<file path="src/rtl/reg_pipeline.sv">
// reg_pipeline: a chain of DEPTH register stages with valid/ready handshaking,
// bubble collapse, flush and an occupancy count.
//
// Ports
//   clk      in   rising-edge clock for all state
//   reset    in   synchronous, active-high reset (clears every valid bit)
//   d        in   upstream data, WIDTH bits
//   d_valid  in   upstream data valid
//   d_ready  out  stage 0 can take d this cycle (combinational from q_ready/flush)
//   q        out  data held in the last stage (registered)
//   q_valid  out  last stage holds valid data (registered)
//   q_ready  in   downstream accepts q this cycle
//   flush    in   drop every held entry on this edge
//   count    out  number of stages holding valid data (registered)
//
// Build option
//   REG_PIPELINE_RESET_DATA_EN  when defined, reset also loads RESET_VAL into
//                               every data register; otherwise data registers
//                               have no reset.
module reg_pipeline #(
  parameter int unsigned      WIDTH     = 8,
  parameter int unsigned      DEPTH     = 4,
  parameter logic [WIDTH-1:0] RESET_VAL = '0
) (
  input  logic                         clk,
  input  logic                         reset,
  input  logic [WIDTH-1:0]             d,
  input  logic                         d_valid,
  output logic                         d_ready,
  output logic [WIDTH-1:0]             q,
  output logic                         q_valid,
  input  logic                         q_ready,
  input  logic                         flush,
  output logic [$clog2(DEPTH+1)-1:0]   count
);

  localparam int unsigned CW = $clog2(DEPTH + 1);

  logic [DEPTH-1:0] valid_q;
  logic [DEPTH-1:0] valid_d;
  logic [DEPTH-1:0] adv;
  logic [DEPTH-1:0] data_en;
  logic [WIDTH-1:0] data_q [DEPTH];
  logic [CW-1:0]    count_q;
  logic [CW-1:0]    count_d;
  logic             in_xfer;

  // Advance chain: a stage moves when it is empty or the stage after it moves.
  // Running carry keeps the chain out of a self-referencing vector.
  always_comb begin
    logic carry;
    adv   = '0;
    carry = ~valid_q[DEPTH-1] | q_ready;
    adv[DEPTH-1] = carry;
    for (int i = int'(DEPTH) - 2; i >= 0; i--) begin
      carry  = ~valid_q[i] | carry;
      adv[i] = carry;
    end
  end

  // Input handshake; flush blocks acceptance so nothing lands in a flushed pipe.
  assign d_ready = adv[0] & ~flush;
  assign in_xfer = d_valid & d_ready;

  // Next valid bits.
  always_comb begin
    valid_d = valid_q;
    if (flush) begin
      valid_d = '0;
    end else begin
      for (int i = int'(DEPTH) - 1; i >= 1; i--) begin
        if (adv[i]) valid_d[i] = valid_q[i-1];
      end
      if (adv[0]) valid_d[0] = in_xfer;
    end
  end

  // Data only moves when real data arrives, so bubbles never overwrite it and
  // a flush leaves every data register untouched.
  always_comb begin
    data_en = '0;
    if (!flush) begin
      data_en[0] = in_xfer;
      for (int i = 1; i < int'(DEPTH); i++) begin
        data_en[i] = adv[i] & valid_q[i-1];
      end
    end
  end

  // Occupancy of the next state, registered alongside the valid bits.
  always_comb begin
    count_d = '0;
    for (int i = 0; i < int'(DEPTH); i++) begin
      count_d = count_d + CW'(valid_d[i]);
    end
  end

  // Valid bits and count.
  always_ff @(posedge clk) begin
    if (reset) begin
      valid_q <= '0;
      count_q <= '0;
    end else begin
      valid_q <= valid_d;
      count_q <= count_d;
    end
  end

  // Data registers.
`ifdef REG_PIPELINE_RESET_DATA_EN
  always_ff @(posedge clk) begin
    if (reset) begin
      for (int i = 0; i < int'(DEPTH); i++) begin
        data_q[i] <= RESET_VAL;
      end
    end else begin
      if (data_en[0]) data_q[0] <= d;
      for (int i = 1; i < int'(DEPTH); i++) begin
        if (data_en[i]) data_q[i] <= data_q[i-1];
      end
    end
  end
`else
  always_ff @(posedge clk) begin
    if (data_en[0]) data_q[0] <= d;
    for (int i = 1; i < int'(DEPTH); i++) begin
      if (data_en[i]) data_q[i] <= data_q[i-1];
    end
  end
`endif

  assign q       = data_q[DEPTH-1];
  assign q_valid = valid_q[DEPTH-1];
  assign count   = count_q;

endmodule

</file>
<file path="config.mk">
export PLATFORM = sky130hd
export DESIGN_NAME = reg_pipeline
export DESIGN_NICKNAME = d
export VERILOG_FILES = /design/src/rtl/reg_pipeline.sv
export SDC_FILE = /design/constraint.sdc
export NUM_CORES = 1
export LEC_CHECK = 0
export BUFFER_PORTS_ARGS = -buffer_cell sky130_fd_sc_hd__buf_4
export CORE_ASPECT_RATIO = 0.9
export CORE_MARGIN = 2
export CORE_UTILIZATION = 40
export DETAILED_ROUTE_END_ITERATION = 6
export HOLD_SLACK_MARGIN = 0.06
export SLEW_MARGIN = 10
export SYNTH_ARGS = -nofsm -noshare
export SYNTH_HDL_FRONTEND = slang
export SYNTH_SLANG_ARGS = --single-unit
export TNS_END_PERCENT = 5
</file>
<file path="constraint.sdc">
create_clock -name clk -period 2.3 [get_ports clk]
set_clock_uncertainty 0.2 [all_clocks]
set_input_delay 0.46 -clock clk [delete_from_list [all_inputs] [get_ports clk]]
set_output_delay 0.46 -clock clk [all_outputs]
set_load 0.01 [all_outputs]
</file>
=== After elaboration in Yosys (flattened, before gate mapping) ===
Memories as Yosys holds them, arrays and structs flattened.
Index checks and enable logic that the tools add are counted.

* Word-level logic and storage cells: 34
* Memory bits (writable): 32
* Register bits: 7
* Bits of input ports: 13
* Output and inout port bits: 13
* Memories kept: 1

* Mux-type cells: 14
* $add $sub $neg: 3
* Bitwise logic cells: 14

{| class="wikitable"
|+ Memories
! memory !! depth !! bits a word !! read ports !! clocked after memory_dff !! write ports !! line !! text
|-
| data_q || 4 || 8 || 4 || 0 || 4 || 43 || <nowiki>logic [WIDTH-1:0] data_q [DEPTH];</nowiki>
|}

{| class="wikitable"
|+ Operator list
! operator !! count
|-
| two-way mux 1 bit || 12
|-
| two-way mux 4 bit || 2
|-
| AND 1 bit || 5
|-
| NOT 1 bit || 5
|-
| OR 1 bit || 4
|-
| adder 2 x 1 -> 3 bit || 1
|-
| adder 3 x 1 -> 3 bit || 1
|-
| adder 1 x 1 -> 2 bit || 1
|}

=== Longest topological paths before layout ===
Gate-level depths: netlist of run 1.

* Depth in word-level cells: 12
* Gate-level depth with buffers: 8
* Depth with buffers taken out: 7

=== Worst setup path after synthesis of run 1 ===
Ideal clock, no wire load.

* Kind: input port to flip-flop
* Start: input q_ready
* End: register count_q[1] (netlist: count[1])
* Setup slack: -0.034 ns
* Data arrival time: 2.020 ns
* Setup time: 0.114 ns
* Stages on the path: 8
* Required time: 1.986 ns
* Path buffers: 1
* Cells stage by stage: and4b_1 -> buf_6 -> a31oi_1 -> fa_1 -> inv_1 -> ha_1 -> ha_1 -> nor2b_1

* Cells in the longest elaborated chain, start to end: 11
* Elaborated cells on any way between the ends: 14
* Those cells by class: add/sub: 3; mux: 5; bitwise: 6

{| class="wikitable"
|+ RTL lines
! item !! line !! text
|-
| from (decl) || 32 || <nowiki>input logic q_ready,</nowiki>
|-
| OR 1 bit * || 53 || <nowiki>carry = ~valid_q[DEPTH-1] | q_ready;</nowiki>
|-
| OR 1 bit (3 in a row) || 56 || <nowiki>carry = ~valid_q[i] | carry;</nowiki>
|-
| AND 1 bit || 62 || <nowiki>assign d_ready = adv[0] & ~flush;</nowiki>
|-
| AND 1 bit || 63 || <nowiki>assign in_xfer = d_valid & d_ready;</nowiki>
|-
| two-way mux 1 bit || 74 || <nowiki>if (adv[0]) valid_d[0] = in_xfer;</nowiki>
|-
| two-way mux 4 bit * || 68 || <nowiki>if (flush) begin</nowiki>
|-
| adder 1 x 1 -> 2 bit || 94 || <nowiki>count_d = count_d + CW'(valid_d[i]);</nowiki>
|-
| adder 2 x 1 -> 3 bit || 94 ||
|-
| adder 3 x 1 -> 3 bit * || 94 ||
|-
| named net count_d[1] || 45 || <nowiki>logic [CW-1:0] count_d;</nowiki>
|-
| to (signal assigned) || 105 || <nowiki>count_q <= count_d;</nowiki>
|-
| to (decl) || 44 || <nowiki>logic [CW-1:0] count_q;</nowiki>
|}

The timed path passes the listed nets; every way through them passes the cells marked *.
A chain may end at the register's enable or synchronous reset.

=== Worst setup path in the final report of run 1 ===
* Start: register valid_q[3]
* End: register count_q[1] (netlist: count[1])

* Cells in the longest elaborated chain, start to end: 12
* Elaborated cells on any way between the ends: 15
* Those cells by class: add/sub: 3; mux: 5; bitwise: 7

{| class="wikitable"
|+ RTL lines
! item !! line !! text
|-
| from (decl) || 39 || <nowiki>logic [DEPTH-1:0] valid_q;</nowiki>
|-
| from (signal assigned) || 104 || <nowiki>valid_q <= valid_d;</nowiki>
|-
| NOT 1 bit || 53 ||
|-
| OR 1 bit || 53 ||
|-
| OR 1 bit (3 in a row) || 56 ||
|-
| AND 1 bit || 62 ||
|-
| AND 1 bit || 63 ||
|-
| two-way mux 1 bit || 74 ||
|-
| two-way mux 4 bit * || 68 ||
|-
| adder 1 x 1 -> 2 bit || 94 ||
|-
| adder 2 x 1 -> 3 bit || 94 ||
|-
| adder 3 x 1 -> 3 bit * || 94 ||
|-
| named net count_d[1] || 45 ||
|}

Marks and branches as above.

==> flow_summary.json, run 1 <==
{
  "drt_iter0_drc": 20,
  "endpoint_kind": "flop",
  "synth-seq-area-share_pct": 82.3,
  "ir_drop_mv": 0.510,
  "area_growth_pct": 26.8,
  "timing.rr.end": "count[1]",
  "hold_viol": 0,
  "rows": 19,
  "portBuffers": 25,
  "post_dp_cell_area_um2": 1610,
  "drt-pass1-iter-count": 3,
  "path_clk_slew_ps": 60,
  "cts_tree": "built",
  "cts_setup_buffers": 0,
  "grt_pass1_vias": 632,
  "cellPowerDensity_nw_per_um2": 728,
  "whs_endpoint": "data_q[0][7]",
  "synth_fp_nets": 87,
  "clock_latency_ps": 280,
  "finalSetupViolCount": 0,
  "max-cap-violations": 0,
  "startpoint_type": "flop",
  "wl_per_cell_um": 10.9,
  "rsz0062_at_grt": "no",
  "dp_cells": 142,
  "clock_path_buffers": 2,
  "synth_edf_count": 32,
  "ys_async_sr_fraction_pct": 0,
  "setup_slack_ps": 141,
  "slowest_delay_ps": 510,
  "crit_path_frequent_cell": "ha_1",
  "holdBufCountCts": 0,
  "relSlewSlack_pct": 77.2,
  "fin_hold_ws_ps": 152,
  "outcome": "complete, no violations",
  "synth_ff_type": "edfxtp_1",
  "hold_class": "in2reg",
  "avgSynthCellArea_um2": 18.8,
  "cp.required_ps": 2280,
  "slew_violations": 0,
  "critPathSlowestCell": "fa_1",
  "crit_chain": "and4b_2 > o21ai_1 > fa_1 > inv_1 > ha_1 > ha_1 > nor2b_1",
  "place_ws_ps": -118,
  "fmax_ghz": 0.463,
  "grt_overflow": 0,
  "grt_max_degree": 12,
  "wl_met1_um": 689,
  "wl_met2_um": 807,
  "antenna_cells": 0,
  "dr_total_vias": 656,
  "top_layer": "met4",
  "start_util_pct": 42.9,
  "timing.hold.worst_path_depth": 1,
  "r2r_start": "valid_q[3]",
  "synth_cell_types": 23,
  "clock_sinks": 39,
  "antenna_found_initial": 0,
  "routed_wl_um": 1630,
  "io_pins": 26,
  "grt.total_usage_pct": 10.6,
  "hpwl_um": 1200,
  "core-area_um2": 3110,
  "vias_per_cell": 4.37,
  "drc": 0,
  "cts-resized-gates": 0,
  "worst_slew_pin_slew_ps": 342,
  "die_h_um": 58.9,
  "yosysWarningCount": 0,
  "grt_pass1_wl_um": 2770,
  "r2r_cells": 7,
  "fin_nets": 123,
  "nFillCells": 260,
  "synth_area_um2": 1340,
  "synthCells": 71,
  "die-area_um2": 3820,
  "ys_seq_elements": 39,
  "p_leak_nw": 0.665,
  "ant_nets": 0,
  "fin_area_um2": 1700,
  "fp.dieW_um": 65.0,
  "cts_htree_levels": 2,
  "wl_met3_um": 97,
  "numCtsBuffers": 5,
  "place.gp.congestion": 0.797,
  "finalNonFillerCells": 150,
  "worst-setup-path-type": "reg2reg",
  "period_needed_ps": 2160,
  "drive_gt1_share_pct": 38.9,
  "period_share_pct": 93.9,
  "cts-root-buf": "clkbuf_8",
  "r2r_setup_slack_ps": 140,
  "holdCritStartpoint": "d[7]",
  "cp.arrival_ps": 2140,
  "crit_path_max_fanout": 4,
  "finalPower_mw": 1.23
}
==> power by group <==
group	internal [mW]	switching (mW)
sequential	0.774	0.00420
clock	0.212	0.201
combinational	0.0249	0.0187
total	1.01	0.224
==> cell usage after synthesis, drive strengths merged (2+ instances only) <==
library cell,count,area share (%)
edfxtp,32,72
dfxtp,7,10
nor3b,3,2.1
o21ai,2,0.75
inv,5,1.4
nor2b,4,1.9
ha,2,1.9
buf,2,1.2
a21oi,2,0.75
==> per-layer routing <==
metal  GRT usage (%)  vias up
met5               0        -
li1                -      339
met1            12.3      291
met4            8.21        0
met2            15.2       21
met3            5.16        5
==> logic make-up after synthesis <==
logic type | count (synthesis) | share of synthesized area, %
simple gates | 12 | 6.64
flops | 39 | 82.3
buf+inv | 7 | 2.62
compound gates | 10 | 5.05
fa+ha+maj | 3 | 3.37
==> metrics by stage <==
| step | util (%) | setup TNS [ps] |
|---|---|---|
| CTS | 54.4 | 0 |
| detailed placement | 51.8 | -128 |
| finish | 54.5 | 0 |
| floorplan | - | 0 |
| global placement | 51.8 | -47.0 |
| global route | 54.5 | 0 |
==> how the worst max path moves through the flow <==
stage / depth (start not counted) / slack [ps] / from / end
final: 7 / 140 / valid_q[3] / count[1]
after global routing: 7 / 20 / valid_q[3] / count[1]
after CTS: 7 / 120 / valid_q[2] / count[1]
after detailed placement: 8 / -120 / q_ready / count[1]
after global placement: 8 / -50 / q_ready / count[1]
after floorplan: 8 / 30 / q_ready / count[1]
==> final cells by class <==
type / count / area, µm² / share of cell area, %
flip-flops and latches: 39 / 1100 / 65.0
clock buffers: 7 / 76.3 / 4.50
well taps: 42 / 52.6 / 3.10
repair buffers: 31 / 233 / 13.7
inverters: 5 / 18.8 / 1.11
multi-input cells: 25 / 209 / 12.3
clock inverters: 1 / 5.00 / 0.295
==> flip-flops by register name, summed over array words and instances (netlist names) <==
| name | cells |
|---|---|
| data_q | 32 |
| count | 3 |
| valid_q | 4 |
==> worst max-delay path, delay by kind of cell (launching register included) <==
kind	cells	cell delay, ps
AND/OR/NAND/NOR	2	410
flip-flops	1	370
adder cells (fa/ha/maj)	3	950
AO/OA/AOI/OAI	1	90
buffers and inverters	1	40
==> layout by cell type (no fill, tap or decap), types with 2 or more instances in the layout <==
master / n
a21oi_1: 2
buf_4: 31
clkbuf_1: 2
clkbuf_8: 5
dfxtp_1: 6
edfxtp_1: 32
ha_1: 2
inv_1: 5
nor2b_1: 4
nor3b_1: 2
Note: power is estimated with default switching activity, not from simulation.
==> run 2, diff against run 1 <==
Clock period 2.3 ns to 2 ns, I/O delays scaled along.
==> flow_summary.json, run 2 (synthesis gave the netlist of run 1 again) <==
{
  "outcome": "complete, but fails checks",
  "violations": "negative setup slack",
  "fmax_ghz": 0.483,
  "portBuffers": 25,
  "finalSetupViolCount": 2,
  "regMostFlops": "data_q",
  "cts_htree_levels": 2,
  "dp_cells": 148,
  "final_util_pct": 57.3,
  "wl_per_cell_um": 10.7,
  "dr_total_vias": 708,
  "cp.arrival_ps": 2090,
  "cp.required_ps": 2020,
  "r2r_setup_slack_ps": -70,
  "drive_gt1_share_pct": 48.2,
  "slew_violations": 0,
  "fp.dieW_um": 65.0,
  "core-area_um2": 3110,
  "grt_max_degree": 13,
  "timing.rr.end": "count[1]",
  "cellPowerDensity_nw_per_um2": 809,
  "p_leak_nw": 0.692,
  "antenna_found_initial": 0,
  "hold_viol": 0,
  "whs_endpoint": "data_q[0][6]",
  "drc": 0,
  "crit_chain": "and4b_2 > a31oi_4 > fa_1 > inv_1 > ha_4 > ha_4 > nor2b_1",
  "clock_sinks": 39,
  "vias_per_cell": 4.54,
  "clock_latency_ps": 280,
  "critPathSlowestCell": "fa_1",
  "finalNonFillerCells": 156,
  "cts_tree": "built",
  "met3_usage_pct": 6.31,
  "cts-root-buf": "clkbuf_8",
  "slowest_delay_ps": 510,
  "die-area_um2": 3820,
  "rows": 19,
  "fin_area_um2": 1790,
  "period_needed_ps": 2070,
  "area_growth_pct": 33.5,
  "worst_slew_pin_slew_ps": 330,
  "grt_pass1_vias": 655,
  "holdBufCountCts": 0,
  "final_cell_mix": "buf_4 (37), edfxtp_1 (32), clkbuf_8 (5)",
  "nFillCells": 248,
  "r2r_cells": 7,
  "fin_nets": 129,
  "period_share_pct": 104,
  "ant_nets": 0,
  "drt-pass1-iter-count": 4,
  "holdCritStartpoint": "d[6]",
  "post_dp_cell_area_um2": 1670,
  "grt.total_usage_pct": 10.9,
  "rsz0062_at_grt": "yes",
  "crit_path_frequent_cell": "ha_4",
  "hpwl_um": 1200,
  "setup_slack_ps": -70.8,
  "worst-setup-path-type": "reg2reg",
  "grtUsageMet2_pct": 16.5,
  "relSlewSlack_pct": 78.0,
  "numCtsBuffers": 5,
  "place.gp.congestion": 0.745,
  "crit_path_max_fanout": 3,
  "clock_path_buffers": 2,
  "drt_iter0_drc": 20,
  "io_pins": 26,
  "path_clk_slew_ps": 70,
  "largest_register_ffs": 32,
  "grtUsageMet1_pct": 12.4,
  "die_h_um": 58.9,
  "timing.hold.worst_path_depth": 1,
  "hold_class": "in2reg",
  "mostFrequentLayoutCell": "buf_4",
  "r2r_start": "valid_q[3]",
  "ir_drop_mv": 0.582,
  "endpoint_kind": "flop",
  "max-cap-violations": 0,
  "start_util_pct": 42.9,
  "startpoint_type": "flop",
  "crit_family": "adder cells",
  "crit_buf_inv": 1,
  "grt_overflow": 0,
  "grt.busiest_layer": "met2",
  "grt_pass1_wl_um": 2930,
  "routed_wl_um": 1670,
  "antenna_cells": 0
}
==> run 2: layout make-up <==
cell class,count,area [µm²],share of cell area [%]
clock inverters,2,12.5,0.701
inverters,5,18.8,1.05
flip-flops and latches,39,1100,61.9
well taps,42,52.6,2.94
multi-input cells,25,246,13.8
repair buffers,37,278,15.6
clock buffers,6,72.6,4.06
==> run 2: worst reg2reg max path: cells and delay by family (launching register included) <==
family	cells	cell delay [ps]
adder cells (fa/ha/maj)	3	910
AND/OR/NAND/NOR	2	400
flip-flops	1	340
AO/OA/AOI/OAI	1	100
buffers and inverters	1	60
==> run 2: worst max path at each step <==
stage | startpoint | to | depth (start not counted)
final | valid_q[3] | count[1] | 7
after global routing | valid_q[3] | count[1] | 7
after CTS | valid_q[3] | count[1] | 7
after detailed placement | q_ready | count[1] | 8
after global placement | q_ready | count[1] | 8
after floorplan | q_ready | count[1] | 8
==> run 2: through the flow <==
| stage | total power [mW] | TNS, ps | worst slack [ps] | hold WS, ps |
|---|---|---|---|---|
| 6_report | 1.44 | -77.3 | -70.8 | 88.3 |
| 4_1_cts | 1.46 | -90.8 | -90.8 | 80.2 |
| 2_1_floorplan | 0.933 | -304 | -191 | 200 |
| 3_5_place_dp | 0.972 | -767 | -348 | 205 |
| 5_1_grt | 1.52 | -241 | -153 | 68.9 |
| 3_3_place_gp | 0.969 | -647 | -300 | 205 |
==> run 2: per-layer routing <==
metal	vias to the layer above	part of all wire [%]
li1	350	-
met1	327	44
met2	27	45
met3	4	9.9
met4	0	0.96
met5	-	0
==> run 2: report_power, final <==
part	internal (mW)	total [mW]	switching [mW]
clock	0.243	0.489	0.246
combinational	0.0348	0.0606	0.0258
sequential	0.889	0.894	0.00465
==> run 2: what timing repair did <==
item,in CTS,in global routing
endpoints found under the setup margin,2,3
pin swaps,1,3
buffers inserted,0,0
gates resized for setup,4,3
